<file path="src/rtl/rnbip_pkg.sv">
// Shared types, state encoding and opcode class patterns for the RNBIP
// issue front end.
package rnbip_pkg;

  typedef enum logic [1:0] {
    ST_OPC    = 2'd0,
    ST_OPD    = 2'd1,
    ST_FLUSH  = 2'd2,
    ST_BUBBLE = 2'd3
  } state_t;

  localparam logic [7:0] NOP_OPC = 8'h00;

  typedef struct packed {
    logic is_two_byte;
    logic is_ctrl;
    logic is_memrd;
  } opc_class_t;

  typedef struct packed {
    logic [7:0] opcode;
    logic [7:0] od;
    logic       valid;
  } issue_t;

  localparam issue_t ISSUE_NONE = '{opcode: NOP_OPC, od: NOP_OPC, valid: 1'b0};

  // An opcode matches a pattern when (opcode & mask) == value.
  typedef struct packed {
    logic [7:0] mask;
    logic [7:0] value;
  } opc_pat_t;

  localparam opc_pat_t TWO_03   = '{mask: 8'hFF, value: 8'h03};
  localparam opc_pat_t TWO_05   = '{mask: 8'hFF, value: 8'h05};
  localparam opc_pat_t TWO_0X   = '{mask: 8'hF8, value: 8'h08};
  localparam opc_pat_t TWO_3X   = '{mask: 8'hF8, value: 8'h30};
  localparam opc_pat_t TWO_5X   = '{mask: 8'hF8, value: 8'h58};

  localparam opc_pat_t CTRL_03  = '{mask: 8'hFF, value: 8'h03};
  localparam opc_pat_t CTRL_04  = '{mask: 8'hFC, value: 8'h04};
  localparam opc_pat_t CTRL_0X  = '{mask: 8'hF8, value: 8'h08};
  localparam opc_pat_t CTRL_2X  = '{mask: 8'hF8, value: 8'h28};
  localparam opc_pat_t CTRL_3X  = '{mask: 8'hF0, value: 8'h30};
  localparam opc_pat_t CTRL_4X  = '{mask: 8'hF8, value: 8'h48};

  localparam opc_pat_t MEMRD_07 = '{mask: 8'hFF, value: 8'h07};
  localparam opc_pat_t MEMRD_4X = '{mask: 8'hF8, value: 8'h48};
  localparam opc_pat_t MEMRD_7X = '{mask: 8'hF0, value: 8'h70};

  function automatic logic pat_hit(input logic [7:0] opc, input opc_pat_t p);
    return (opc & p.mask) == p.value;
  endfunction

  function automatic opc_class_t classify(input logic [7:0] opc);
    opc_class_t c;
    // Immediate-operand ALU group: upper nibble 8..E with bit 3 set.
    c.is_two_byte = pat_hit(opc, TWO_03) | pat_hit(opc, TWO_05)
                  | pat_hit(opc, TWO_0X) | pat_hit(opc, TWO_3X)
                  | pat_hit(opc, TWO_5X)
                  | (opc[7] & opc[3] & (opc[7:4] != 4'hF));
    c.is_ctrl     = pat_hit(opc, CTRL_03) | pat_hit(opc, CTRL_04)
                  | pat_hit(opc, CTRL_0X) | pat_hit(opc, CTRL_2X)
                  | pat_hit(opc, CTRL_3X) | pat_hit(opc, CTRL_4X);
    c.is_memrd    = pat_hit(opc, MEMRD_07) | pat_hit(opc, MEMRD_4X)
                  | (pat_hit(opc, MEMRD_7X) & (opc != 8'h70));
    return c;
  endfunction

endpackage

</file>
<file path="src/rtl/pipe_issue_ctrl_if.sv">
// Fetch-buffer and issue-stage signals of the RNBIP issue controller.
interface pipe_issue_ctrl_if;
  logic       ib_valid;
  logic [7:0] ib_data;
  logic       ib_ready;
  logic       ex_stall;
  logic [7:0] opcode_out;
  logic [7:0] od_out;
  logic       id_valid;
  logic       flush;

  modport master (
    output ib_valid, ib_data, ex_stall,
    input  ib_ready, opcode_out, od_out, id_valid, flush
  );

  modport slave (
    input  ib_valid, ib_data, ex_stall,
    output ib_ready, opcode_out, od_out, id_valid, flush
  );
endinterface

</file>
<file path="src/rtl/opcode_class.sv">
// Combinational opcode decoder: two-byte, control-transfer and memory-read
// class flags for one opcode byte.
module opcode_class
  import rnbip_pkg::*;
(
  input  logic [7:0] opc,
  output opc_class_t cls
);
  always_comb begin
    cls = classify(opc);
  end
endmodule

</file>
<file path="src/rtl/pipe_issue_ctrl.sv">
// RNBIP issue sequencer: assembles one/two-byte instructions, inserts load
// bubbles and flush windows, and drives registered issue outputs.
module pipe_issue_ctrl
  import rnbip_pkg::*;
#(
  parameter int FLUSH_CYCLES = 2,
  parameter int LOAD_BUBBLES = 1,
  parameter int CNT_W        = 3
) (
  input  logic             clk,
  input  logic             rst,
  pipe_issue_ctrl_if.slave bus
);

  localparam logic [CNT_W-1:0] FLUSH_LOAD  = CNT_W'(FLUSH_CYCLES);
  localparam logic [CNT_W-1:0] BUBBLE_LOAD = CNT_W'(LOAD_BUBBLES);
  localparam logic [CNT_W-1:0] CNT_ONE     = CNT_W'(1);

  state_t           state_q, state_d;
  logic [CNT_W-1:0] cnt_q, cnt_d;
  logic [7:0]       latch_q, latch_d;
  issue_t           issue_q, issue_d;
  opc_class_t       cls;
  logic [7:0]       cls_in;
  logic             ready;
  logic             take;

  assign ready  = !bus.ex_stall && (state_q != ST_BUBBLE);
  assign take   = bus.ib_valid && ready;
  // In OPD the decision depends on the held opcode, not the operand byte.
  assign cls_in = (state_q == ST_OPD) ? latch_q : bus.ib_data;

  opcode_class u_class (
    .opc (cls_in),
    .cls (cls)
  );

  always_comb begin
    // NOTE: every signal driven here gets a default first, so no path infers a latch.
    state_d = state_q;
    cnt_d   = cnt_q;
    latch_d = latch_q;
    issue_d = ISSUE_NONE;

    if (bus.ex_stall) begin
      issue_d = issue_q;
    end else begin
      unique case (state_q)
        ST_OPC: begin
          if (take) begin
            if (cls.is_two_byte) begin
              latch_d = bus.ib_data;
              state_d = ST_OPD;
            end else begin
              issue_d = '{opcode: bus.ib_data, od: NOP_OPC, valid: 1'b1};
              if (cls.is_ctrl) begin
                if (FLUSH_CYCLES != 0) begin
                  state_d = ST_FLUSH;
                  cnt_d   = FLUSH_LOAD;
                end
              end else if (cls.is_memrd && (LOAD_BUBBLES != 0)) begin
                state_d = ST_BUBBLE;
                cnt_d   = BUBBLE_LOAD;
              end
            end
          end
        end

        ST_OPD: begin
          if (take) begin
            issue_d = '{opcode: latch_q, od: bus.ib_data, valid: 1'b1};
            state_d = ST_OPC;
            if (cls.is_ctrl && (FLUSH_CYCLES != 0)) begin
              state_d = ST_FLUSH;
              cnt_d   = FLUSH_LOAD;
            end
          end
        end

        ST_FLUSH, ST_BUBBLE: begin
          // Bytes taken while flushing are simply dropped.
          if (cnt_q <= CNT_ONE) begin
            state_d = ST_OPC;
          end
          if (cnt_q != '0) begin
            cnt_d = cnt_q - CNT_ONE;
          end
        end
      endcase
    end
  end

  always_ff @(posedge clk) begin
    // NOTE: sequential state uses non-blocking assignments so every flop samples pre-edge values.
    if (rst) begin
      state_q <= ST_OPC;
      cnt_q   <= '0;
      latch_q <= NOP_OPC;
      issue_q <= ISSUE_NONE;
    end else begin
      state_q <= state_d;
      cnt_q   <= cnt_d;
      latch_q <= latch_d;
      issue_q <= issue_d;
    end
  end

  assign bus.ib_ready   = ready;
  assign bus.flush      = (state_q == ST_FLUSH);
  assign bus.opcode_out = issue_q.opcode;
  assign bus.od_out     = issue_q.od;
  assign bus.id_valid   = issue_q.valid;

endmodule

</file>
<file path="src/flat_wrapper.sv">
// flat-port wrapper written by rule: the top's interface ports become plain ports
module pipe_issue_ctrl_flat import rnbip_pkg::*;
#(
  parameter int FLUSH_CYCLES = 2,
  parameter int LOAD_BUBBLES = 1,
  parameter int CNT_W        = 3
)
  (clk, rst, bus_ib_valid, bus_ib_data, bus_ex_stall, bus_ib_ready, bus_opcode_out, bus_od_out, bus_id_valid, bus_flush);
  pipe_issue_ctrl_if bus_i ();
  input  logic clk;
  input  logic rst;
  input wire logic [$bits(bus_i.ib_valid)-1:0] bus_ib_valid;
  input wire logic [$bits(bus_i.ib_data)-1:0] bus_ib_data;
  input wire logic [$bits(bus_i.ex_stall)-1:0] bus_ex_stall;
  output wire logic [$bits(bus_i.ib_ready)-1:0] bus_ib_ready;
  output wire logic [$bits(bus_i.opcode_out)-1:0] bus_opcode_out;
  output wire logic [$bits(bus_i.od_out)-1:0] bus_od_out;
  output wire logic [$bits(bus_i.id_valid)-1:0] bus_id_valid;
  output wire logic [$bits(bus_i.flush)-1:0] bus_flush;
  assign bus_i.ib_valid = bus_ib_valid;
  assign bus_i.ib_data = bus_ib_data;
  assign bus_i.ex_stall = bus_ex_stall;
  assign bus_ib_ready = bus_i.ib_ready;
  assign bus_opcode_out = bus_i.opcode_out;
  assign bus_od_out = bus_i.od_out;
  assign bus_id_valid = bus_i.id_valid;
  assign bus_flush = bus_i.flush;
  pipe_issue_ctrl #(.FLUSH_CYCLES(FLUSH_CYCLES), .LOAD_BUBBLES(LOAD_BUBBLES), .CNT_W(CNT_W)) u_core (.clk(clk), .rst(rst), .bus(bus_i));
endmodule
</file>
<file path="config.mk">
export PLATFORM = sky130hd
export DESIGN_NAME = pipe_issue_ctrl_flat
export DESIGN_NICKNAME = d
export VERILOG_FILES = /design/src/rtl/rnbip_pkg.sv /design/src/rtl/pipe_issue_ctrl_if.sv /design/src/rtl/opcode_class.sv /design/src/rtl/pipe_issue_ctrl.sv /design/src/flat_wrapper.sv
export SDC_FILE = /design/constraint.sdc
export NUM_CORES = 1
export LEC_CHECK = 0
export CORE_MARGIN = 2
export CORE_UTILIZATION = 40
export CTS_CLUSTER_SIZE = 40
export DETAILED_ROUTE_END_ITERATION = 6
export PLACE_DENSITY = 0.6
export SYNTH_ARGS = -nofsm -noshare
export SYNTH_HDL_FRONTEND = slang
export SYNTH_HIERARCHICAL = 1
export SYNTH_SLANG_ARGS = --single-unit
export TNS_END_PERCENT = 100
</file>
<file path="constraint.sdc">
create_clock -name clk -period 3.7 [get_ports clk]
set_clock_uncertainty 0.15 [all_clocks]
set_input_delay 0.74 -clock clk [delete_from_list [all_inputs] [get_ports clk]]
set_output_delay 0.74 -clock clk [all_outputs]
set_load 0.1 [all_outputs]
</file>
==> flow_metrics.tcl <==
set metrics [dict create \
    status "completed" \
    r2r_cells 10 \
    fmax_ghz 0.310 \
    synth_seq_area_share 0.356 \
    async_reset_ff_frac 0 \
    grt_max_degree 20 \
    power_frac_seq 0.437 \
    grt_usage 0.183 \
    cts_resized 0 \
    p_sw_frac 0.319 \
    grt_pass1_wl_um 6260 \
    yosysWarnings 6 \
    htreeDepth 2 \
    grt_pass1_vias 1328 \
    cts_root_buf "clkbuf_8" \
    worst_slew_pin_slew_ps 976 \
    pwr-share-clk 0.315 \
    dpl.hpwl_um 2910 \
    rr_endpoint "u_core/cnt_q[0]$_SDFFE_PP0P_" \
    synth_edf_count 0 \
    cp-endpoint "u_core/cnt_q[0]$_SDFFE_PP0P_" \
    rows 23 \
    p_sw_w 0.000249 \
    initial_core_util 0.418 \
    ys_ff_latch 30 \
    cts_buffers 5 \
    postLayoutCellArea_um2 2090 \
    cts.sinks 30 \
    synth_nets 203 \
    synth_area_um2 1690 \
    antenna_cells 0 \
    power_per_cell_area_nw_per_um2 373 \
    ys_types 47 \
    hp-class "register to register" \
    nNetsFinal 233 \
    pwr-share-comb 0.248 \
    cts_hold_buf 0 \
    drt-vias-per-instance 5.39 \
    worstPathRequired_ps 3750 \
    dr.pass1.iters 4 \
    antenna_left 0 \
    place_congestion 0.749 \
    detailed_place.area_um2 2010 \
    synth_ff_type "dfxtp_1" \
    io_pins 31 \
    synth_area_per_cell_um2 8.96 \
    io_buffers 30 \
    clk_latency_ps 280 \
    routed_wl_um 3970 \
    critPathLaunchType "input port" \
    vias 1445 \
    startpoint "bus_ib_data[4]" \
    antenna_found_initial 0 \
    slew_headroom 0.347 \
    setup_tns_ps 0 \
    wl_per_cell_um 14.8 \
    core_um2 4030 \
    leakagePower_nw 0.823 \
    drive_gt1_frac 0.156 \
    overflow 0 \
    fillCellCount 370 \
    critical_path_arrival_ps 3280 \
    die_y_um 68.9 \
    final_hold_viol_count 0 \
    finalCriticalPeriod_ps 3230 \
    syn_to_final_growth_pct 23.9 \
    power.internal_w 0.000531 \
    path_class "input port to register" \
    cts_tree "yes" \
    reg2reg_slack_ps 650 \
    syn-instance-count 188 \
    drt-initial-drc-count 66 \
    r2r_start "u_core/state_q[1]$_SDFFE_PP0P_" \
    crit_path_end_kind "register" \
    die_x_um 68.9 \
    utilization 0.518 \
    clkTransAtPathRegs_ps 60 \
    post-route-period-util 0.872 \
    drv_slew 0 \
    worstPathMaxFanout 7 \
    cts_setup_buffers 0 \
    ir_drop_mv 0.185 \
    clockBufferDepth 2 \
    die-area_um2 4750 \
    rsz0062_at_grt "false" \
    setup_viol 0 \
    drc 0 \
    maxCapViolations 0 \
]
## flip-flops by register name, indices dropped and copies added (netlist names)
signal and flops:
u_core/latch_q 8, u_core/bus.opcode_out 8, u_core/cnt_q 3, u_core/state_q 2
u_core/bus.id_valid 1, u_core/bus.od_out 8
## synth_stat cells (2+ instances only)
master	number	area share
o211ai_1	2	0.0089
buf_2	4	0.012
ha_1	3	0.022
nor3b_4	2	0.022
a22oi_1	13	0.058
dfxtp_1	30	0.36
a211oi_1	2	0.0089
nand2_1	13	0.029
a222oi_1	3	0.018
o21ai_0	6	0.018
clkbuf_1	3	0.0067
a21oi_1	8	0.024
nand2b_1	7	0.026
inv_1	8	0.018
mux2i_1	10	0.059
a31oi_1	2	0.0074
buf_6	4	0.027
nor2_1	30	0.067
o21bai_1	3	0.013
mux2_2	8	0.053
## kinds of logic (layout without fill, tap and decap cells)
logic type | count (synthesis) | in the layout | synth area share
AND/OR/NAND/NOR | 69 | 69 | 0.229
AO/OA/AOI/OAI | 47 | 47 | 0.207
flip-flops | 30 | 30 | 0.356
buffers and inverters | 20 | 50 | 0.0676
multiplexers | 18 | 18 | 0.113
adder cells (fa/ha/maj) | 3 | 3 | 0.0223
XOR/XNOR | 1 | 1 | 0.00520
## layout make-up
cell class / instances / area [µm²] / share of cell area
clock buffer: 5 / 68.8 / 0.0330
clock inverter: 2 / 10.0 / 0.00479
inverter: 8 / 30.0 / 0.0144
multi-input combinational: 138 / 971 / 0.465
sequential: 30 / 601 / 0.288
tap: 50 / 62.6 / 0.0300
timing repair buffer: 35 / 345 / 0.165
## layer usage
layer,up-vias,track usage,part of all wire,wire length [µm]
li1,731,-,-,-
met1,677,0.234,0.47,1880
met3,5,0.0763,0.043,172
met4,0,0.0539,0.0098,39
met5,-,0,0,0
met2,32,0.280,0.47,1880
## power groups by stage
stage          combinational (W)  clock (W)  sequential, W
6_report                0.000193   0.000246       0.000341
5_1_grt                 0.000209   0.000272       0.000342
4_1_cts                 0.000193   0.000257       0.000341
3_5_place_dp            0.000193          0       0.000348
3_3_place_gp            0.000190          0       0.000347
2_1_floorplan           0.000111          0       0.000382
## layout by cell type, fill, tap and decap left out, types with 2 or more instances in the layout
cell type,n
ha_1,3
a22oi_1,13
inv_1,8
o21bai_1,3
a222oi_1,3
a21oi_1,8
buf_4,6
mux2i_1,10
clkbuf_8,5
nor2_1,30
mux2_2,8
nand2b_1,7
dfxtp_1,30
a31oi_1,2
nand2_1,13
clkinv_2,2
clkdlybuf4s50_1,28
o211ai_1,2
a211oi_1,2
o21ai_0,6
nor3b_4,2
## through the flow
stage	hold slack (ps)	std cells	setup WS (ps)	total power (W)
5_1_grt	363	268	345	0.000823
4_1_cts	340	268	485	0.000791
3_3_place_gp	318	261	334	0.000537
6_report	338	268	473	0.000780
2_1_floorplan	298	188	280	0.000493
3_5_place_dp	330	261	203	0.000541
## worst min-delay path by stage
stage | from | endpoint | slack [ps] | cells after the start
floorplan | u_core/cnt_q[1]$_SDFFE_PP0P_ | u_core/cnt_q[1]$_SDFFE_PP0P_ | 300 | 2
global placement | u_core/bus.id_valid$_SDFFE_PP0N_ | u_core/bus.id_valid$_SDFFE_PP0N_ | 320 | 2
detailed placement | u_core/cnt_q[1]$_SDFFE_PP0P_ | u_core/cnt_q[1]$_SDFFE_PP0P_ | 330 | 2
CTS | u_core/cnt_q[1]$_SDFFE_PP0P_ | u_core/cnt_q[1]$_SDFFE_PP0P_ | 340 | 2
global route | u_core/cnt_q[1]$_SDFFE_PP0P_ | u_core/cnt_q[1]$_SDFFE_PP0P_ | 360 | 2
finish | u_core/cnt_q[1]$_SDFFE_PP0P_ | u_core/cnt_q[1]$_SDFFE_PP0P_ | 340 | 2
## worst max-delay path: stages
cell and delay, ps:
clkdlybuf4s50_1 460, mux2_2 350, or3b_1 430, a211oi_2 250, o22a_1 190, and2b_1 190
o211ai_4 90, a2111oi_0 390, o21bai_1 180
No activity file was read; power rests on OpenSTA's default activity.
